File: config.mk
export PLATFORM = sky130hd
export DESIGN_NAME = serial_adder
export DESIGN_NICKNAME = d
export VERILOG_FILES = /design/src/rtl/serial_adder_pkg.sv /design/src/rtl/full_adder_cell.sv /design/src/rtl/half_adder.sv /design/src/rtl/serial_adder.sv
export SDC_FILE = /design/constraint.sdc
export NUM_CORES = 1
export LEC_CHECK = 0
export CELL_PAD_IN_SITES_DETAIL_PLACEMENT = 0
export CELL_PAD_IN_SITES_GLOBAL_PLACEMENT = 1
export CORE_ASPECT_RATIO = 0.6
export CORE_MARGIN = 2
export CORE_UTILIZATION = 25
export DETAILED_ROUTE_END_ITERATION = 6
export MAX_ROUTING_LAYER = met4
export PLACE_DENSITY = 0.57
export RECOVER_POWER = 25
export SYNTH_ARGS = -nofsm -noshare
export SYNTH_HDL_FRONTEND = slang
export SYNTH_HIERARCHICAL = 1
export SYNTH_SLANG_ARGS = --single-unit
File: constraint.sdc
create_clock -name clk -period 3.9 [get_ports clk]
set_input_delay 0.78 -clock clk [delete_from_list [all_inputs] [get_ports clk]]
set_output_delay 0.78 -clock clk [all_outputs]
set_load 0.02 [all_outputs]
File: src/rtl/serial_adder_pkg.sv
// Shared types and constants for the bit-serial adder.
package serial_adder_pkg;

    localparam int WIDTH_DEFAULT = 8;

    // IDLE: waiting for start; RUN: one result bit per edge; DONE: one-cycle result strobe.
    typedef enum logic [1:0] {
        IDLE = 2'd0,
        RUN  = 2'd1,
        DONE = 2'd2
    } state_t;

endpackage

File: src/rtl/full_adder_cell.sv
// One-bit full adder built from two half adders.
// The first half adder combines the operand bits (propagate p, generate g1).
// The second folds in the carry. The carry-out is g1 | (cin & p).
module full_adder_cell (
    input  logic a,
    input  logic b,
    input  logic cin,
    output logic s,
    output logic cout
);

    logic p;
    logic g1;
    logic g2;

    half_adder u_ha_ab (
        .a (a),
        .b (b),
        .s (p),
        .c (g1)
    );

    half_adder u_ha_pc (
        .a (p),
        .b (cin),
        .s (s),
        .c (g2)
    );

    assign cout = g1 | g2;

endmodule

File: src/rtl/half_adder.sv
// One-bit half adder: sum and carry of two bits.
module half_adder (
    input  logic a,
    input  logic b,
    output logic s,
    output logic c
);

    assign s = a ^ b;
    assign c = a & b;

endmodule

File: src/rtl/serial_adder.sv
// Bit-serial adder. Operands are captured on the accepting edge.
// The adder then consumes one bit per RUN edge, LSB first, and shifts each
// result bit into the top of the sum register. After WIDTH RUN edges the FSM
// enters DONE for one cycle. It then returns to IDLE.
//
// Handshake: start is sampled only in IDLE (and never while rst=1). busy marks
// the RUN cycles. done is a one-cycle strobe, and sum/cout are valid in that
// cycle and hold through the following IDLE cycles until the next accept.
// There is no backpressure and no queuing of requests.
module serial_adder
    import serial_adder_pkg::*;
#(
    parameter int WIDTH = WIDTH_DEFAULT
) (
    input  logic             clk,
    input  logic             rst,
    input  logic             start,
    input  logic [WIDTH-1:0] a,
    input  logic [WIDTH-1:0] b,
    input  logic             cin,
    output logic             busy,
    output logic             done,
    output logic [WIDTH-1:0] sum,
    output logic             cout,
    output state_t           dbg_state_o
);

    // Wide enough to count 0..WIDTH; the count never wraps within one operation.
    localparam int              CW   = $clog2(WIDTH + 1);
    localparam logic [CW-1:0]   LAST = CW'(WIDTH - 1);
    localparam logic [CW-1:0]   ONE  = CW'(1);

    state_t           state_q, state_d;
    logic [WIDTH-1:0] a_q, a_d;
    logic [WIDTH-1:0] b_q, b_d;
    logic [WIDTH-1:0] sum_q, sum_d;
    logic             carry_q, carry_d;
    logic             cout_q, cout_d;
    logic [CW-1:0]    cnt_q, cnt_d;

    logic             fa_s;
    logic             fa_c;

    full_adder_cell u_fa (
        .a    (a_q[0]),
        .b    (b_q[0]),
        .cin  (carry_q),
        .s    (fa_s),
        .cout (fa_c)
    );

    // State and datapath registers; reset clears everything and wins over all transitions.
    always_ff @(posedge clk) begin
        if (rst) begin
            state_q <= IDLE;
            a_q     <= '0;
            b_q     <= '0;
            sum_q   <= '0;
            carry_q <= 1'b0;
            cout_q  <= 1'b0;
            cnt_q   <= '0;
        end else begin
            state_q <= state_d;
            a_q     <= a_d;
            b_q     <= b_d;
            sum_q   <= sum_d;
            carry_q <= carry_d;
            cout_q  <= cout_d;
            cnt_q   <= cnt_d;
        end
    end

    // Next-state and datapath updates; every register holds unless the current state changes it.
    always_comb begin
        state_d = state_q;
        a_d     = a_q;
        b_d     = b_q;
        sum_d   = sum_q;
        carry_d = carry_q;
        cout_d  = cout_q;
        cnt_d   = cnt_q;

        case (state_q)
            IDLE: begin
                if (start) begin
                    a_d     = a;
                    b_d     = b;
                    carry_d = cin;
                    sum_d   = '0;
                    cout_d  = 1'b0;
                    cnt_d   = '0;
                    state_d = RUN;
                end
            end
            RUN: begin
                a_d     = a_q >> 1;
                b_d     = b_q >> 1;
                sum_d   = {fa_s, sum_q[WIDTH-1:1]};
                carry_d = fa_c;
                cnt_d   = cnt_q + ONE;
                if (cnt_q == LAST) begin
                    cout_d  = fa_c;
                    state_d = DONE;
                end
            end
            DONE: begin
                state_d = IDLE;
            end
            default: begin
                state_d = IDLE;
            end
        endcase
    end

    assign busy        = (state_q == RUN);
    assign done        = (state_q == DONE);
    assign sum         = sum_q;
    assign cout        = cout_q;
    assign dbg_state_o = state_q;

endmodule
# ---- Yosys cells after proc, flatten, opt, wreduce, memory -nomap -nowiden
# Index checks and enable logic that the tools add are counted.
dict set report op_classes {
  addsub 1
  n_reduce_logical 5
  mux 16
  n_bitwise 5
  eq_ne 5
}
# cell n
set op_table {}
lappend op_table {{8-bit case mux with 2 select lines} 3}
lappend op_table {{8-bit two-way mux} 3}
lappend op_table {{4-bit case mux with 2 select lines} 1}
lappend op_table {{4-bit by 1-bit adder with 4-bit output (second input constant)} 1}
lappend op_table {{4-bit by 3-bit == test with 1-bit output (second input constant)} 1}
lappend op_table {{2-bit two-way mux} 2}
lappend op_table {{4-bit two-way mux} 1}
lappend op_table {{1-bit case mux with 2 select lines} 2}
lappend op_table {{2-bit case mux with 2 select lines} 1}
lappend op_table {{2-bit AND reduction} 2}
lappend op_table {{1-bit two-way mux} 3}
lappend op_table {{3-bit AND reduction} 1}
lappend op_table {{1-bit bitwise AND} 2}
lappend op_table {{2-bit by 1-bit == test with 1-bit output (second input constant)} 1}
lappend op_table {{2-bit == test (second input constant)} 1}
lappend op_table {{2-bit logical NOT} 1}
lappend op_table {{2-bit by 1-bit inequality test with 1-bit output (second input constant)} 1}
lappend op_table {{2-bit inequality test (second input constant)} 1}
lappend op_table {{2-bit nonzero test} 1}
lappend op_table {{1-bit bitwise XOR} 2}
lappend op_table {{1-bit OR} 1}
dict set report totals {
  output_inout_bits 13
  in_bits 20
  word_cells 39
  reg_bits 32
}

# ---- Logic depth before layout (Yosys ltp)
dict set report depth {
  depth_word 5
  mapped_depth 6
  mapped_depth_nobuf 5
}

# ---- By module
# The synthesis kept the hierarchy.
# module cells_each seq_area_each_um2 area_per_inst_um2 instances
set by_module_without_submodules {}
lappend by_module_without_submodules {serial_adder 157 640.6 1501.4 1}
lappend by_module_without_submodules {half_adder 1 0.0 12.5 2}
lappend by_module_without_submodules {full_adder_cell 1 0.0 6.3 1}

# ---- Worst setup path after synthesis
# No wires, ideal clock.
dict set report synth_path {
  path_type {register -> output}
  from {register state_q[0] (netlist: dbg_state_o[0])}
  to {output port busy}
  path_buffers 2
  required_time_ps 3120
  stages_incl_launch_ff 5
  arrival_time_ps 1018
  slack_ps 2102
  cell_sequence {dfxtp_1 > nand2b_1 > buf_6 > inv_6 > buf_4}
}
dict set report synth_via {
  elab_chain_cells 1
}
# element line
set synth_lines {}
lappend synth_lines {{from (decl)} serial_adder.sv:33} ;# state_t state_q, state_d;
lappend synth_lines {{from (signal assigned)} serial_adder.sv:63} ;# state_q <= state_d;
lappend synth_lines {{2-bit by 1-bit == test with 1-bit output} serial_adder.sv:115} ;# assign busy = (state_q == RUN);
lappend synth_lines {{to (decl)} serial_adder.sv:21} ;# output logic busy,
# No other way between the ends.

# ---- Worst setup path in the final report
# Ends and elaborated chain as after synthesis.

==> results.toml <==
[status]
status = "finished clean"

[die]
dieArea_sq_um = 6790
start_util = 0.254
core-area_sq_um = 6030
fp.dieH_um = 64.7
core.rowCount = 22
die_x_um = 105
ios = 33

[critical_path]
crit_path_start_kind = "register"
crit_end = "busy"
ff2ff_path_depth = 3
max_stage_delay_ns = 0.66
slowest_stage = "clkdlybuf4s50_1"
crit_path_end_kind = "primary output"
required_ns = 3.12
cp_cell_sequence = "nand2b_1 -> buf_4 -> inv_6 -> clkdlybuf4s50_1"
path_class = "reg -> out"
cpLargestDelayFamily = "buffers and inverters"
arrival_ns = 1.99
r2r_end = "a_q[6]"
rrSetupSlack_ns = 2.39
startpoint = "dbg_state_o[0]"
crit_path_max_fanout = 30
rr_startpoint = "dbg_state_o[0]"
critPathBufInv = 3
crit_cells = 4

[clocking]
htreeDepth = 2
tritoncts = "built"
clock_path_buffers = 2
clock_latency_ns = 0.28
cts.clk_slew.worst_paths_ns = 0.06
ctsResizeCount = 0
post_cts_buffers = 0
tritoncts_num_sinks = 32
clockRootBuffer = "clkbuf_8"
numCtsBuffers = 5
cts_hold_buf = 0

[cells_and_area]
nFillCells = 622
antenna_cells_inserted = 0
syn_to_final_growth_pct = 28.4
final_layout_size_suffix_gt1_frac = 0.229
layout_common_cells = "dfxtp_1, nor2_1, clkdlybuf4s50_1"
stdcell_count = 272
layout_commonest_cell = "dfxtp_1"
nNetsFinal = 211

[timing]
relSlewSlack = 0.413
finalCriticalPeriod_ns = 2.77
finClkSkew_ns = 0.00438
rsz0062_at_grt = "false"
setup_tns_ns = 0
slew_viol_final = 0
max_freq_mhz = 361
post-route-period-util = 0.711
setup_viol = 0
tightest_slew_ns = 0.879
layout_setup_ws_ns = 1.13
hold_violations = 0

[logic_synthesis]
synth_top_family_by_area = "compound AO/OA/AOI/OAI gates"
synth_area_sq_um = 1530
post_synth_num_cell_types = 32
synth-compound-area-share = 0.313
synthAdderAreaFrac = 0.0245
synth_ff_type = "dfxtp_1"
synth_edf_count = 0
ys_ff_latch = 32
async_flop_share = 0
synth_simple_gate_area_frac = 0.172
yosysSeqAreaShare = 0.418
synth_fp_nets = 183
synth_cells = 160
postSynthAreaPerCell_sq_um = 9.58
synth_xor_area_frac = 0
yosysWarnings = 6
muxShareOfSynthArea = 0

[global_route]
grt_max_degree = 31
grt_overflow_total = 0
grtUsageTotal = 0.113
grt_pass1_wl_mm = 5.87
grt_pass1_vias = 1213
antenna_found_initial = 0

[drt]
drc = 0
viasPerCell = 4.56
initialDrtViolationCount = 42
wl_mm = 3.47
wl_per_cell_um = 12.8
ant_nets = 0
routed-via-count = 1239
dr.pass1.iters = 4

[power_and_ir_drop]
powerDensity_nw_per_um2 = 380
peakVddDrop_v = 0.000104
power_leakage_uw = 0.000736

[placed_design]
gp_congestion = 0.676
port_buffers = 32
post-place-cells = 265
dp_hpwl_mm = 2.29
place_worst_setup_slack_ns = 1.40

[job]
drv_cap = 0

[hold_path]
hold_class = "reg -> reg"
hold_start = "cnt_q[0]"
==> worst min path at each step <==
stage / to / cells after the start
floorplan: a_q[7] / 2
global placement: sum[0] / 2
detailed placement: cnt_q[0] / 1
CTS: cnt_q[0] / 1
global route: cnt_q[0] / 1
finish: cnt_q[0] / 1
==> power breakdown <==
group | switching [uW] | internal (uW) | leakage, uW
clock | 116 | 157 | 0.0000503
sequential | 13.4 | 345 | 0.000263
combinational | 64.7 | 53.0 | 0.000423
total | 194 | 555 | 0.000736
==> metal layers <==
layer  track usage  vias up  part of all wire
met5             -        -                 0
met4        0.0450        0             0.016
li1              -      622                 -
met1         0.150      579              0.52
met2         0.162       32              0.42
met3        0.0322        6             0.048
==> worst register-to-register path, stage by stage (launching register included) <==
cell and delay, ns:
dfxtp_1 0.39, o21bai_4 0.74, a21oi_2 0.07, a211oi_2 0.24
==> cells in the mapped netlist, types with 3 or more instances <==
cell	number	area (sq um)
a211oi_2	15	188
a21oi_1	3	15.0
a21oi_2	15	131
a22oi_1	9	67.6
buf_4	3	22.5
buf_6	3	33.8
dfxtp_1	32	641
ha_1	3	37.5
nand2_1	19	71.3
nand3_1	3	15.0
nor2_1	25	93.8
nor2b_1	3	18.8
==> registers in the layout (all words and copies together) (netlist names) <==
register,count
cnt_q,4
sum,8
b_q,8
a_q,8
carry_q,1
dbg_state_o,2
cout,1
==> layout make-up <==
| type | instances | area, sq um | share of cell area |
|---|---|---|---|
| multi-input combinational | 114 | 782 | 0.397 |
| sequential | 32 | 641 | 0.325 |
| timing repair buffer | 34 | 335 | 0.170 |
| tap | 84 | 105 | 0.0534 |
| clock buffer | 7 | 96.3 | 0.0490 |
| inverter | 1 | 8.76 | 0.00445 |
==> stage by stage <==
step           total power [uW]  hold slack, ns   util  cell area [sq um]
6_report                    749           0.505  0.326               1970
5_1_grt                     789           0.533  0.326               1970
3_5_place_dp                486           0.494  0.311               1870
2_1_floorplan               451           0.467      -               1530
4_1_cts                     762           0.505  0.326               1970
3_3_place_gp                484           0.484  0.311               1870
==> cells by family (layout without fill, tap and decap cells) <==
logic type,after synthesis,count (layout)
flip-flops,32,32
AND/OR/NAND/NOR,60,60
AO/OA/AOI/OAI,51,51
adder cells (fa/ha/maj),3,3
buffers and inverters,14,42
Note: power is estimated with default switching activity, not from simulation.
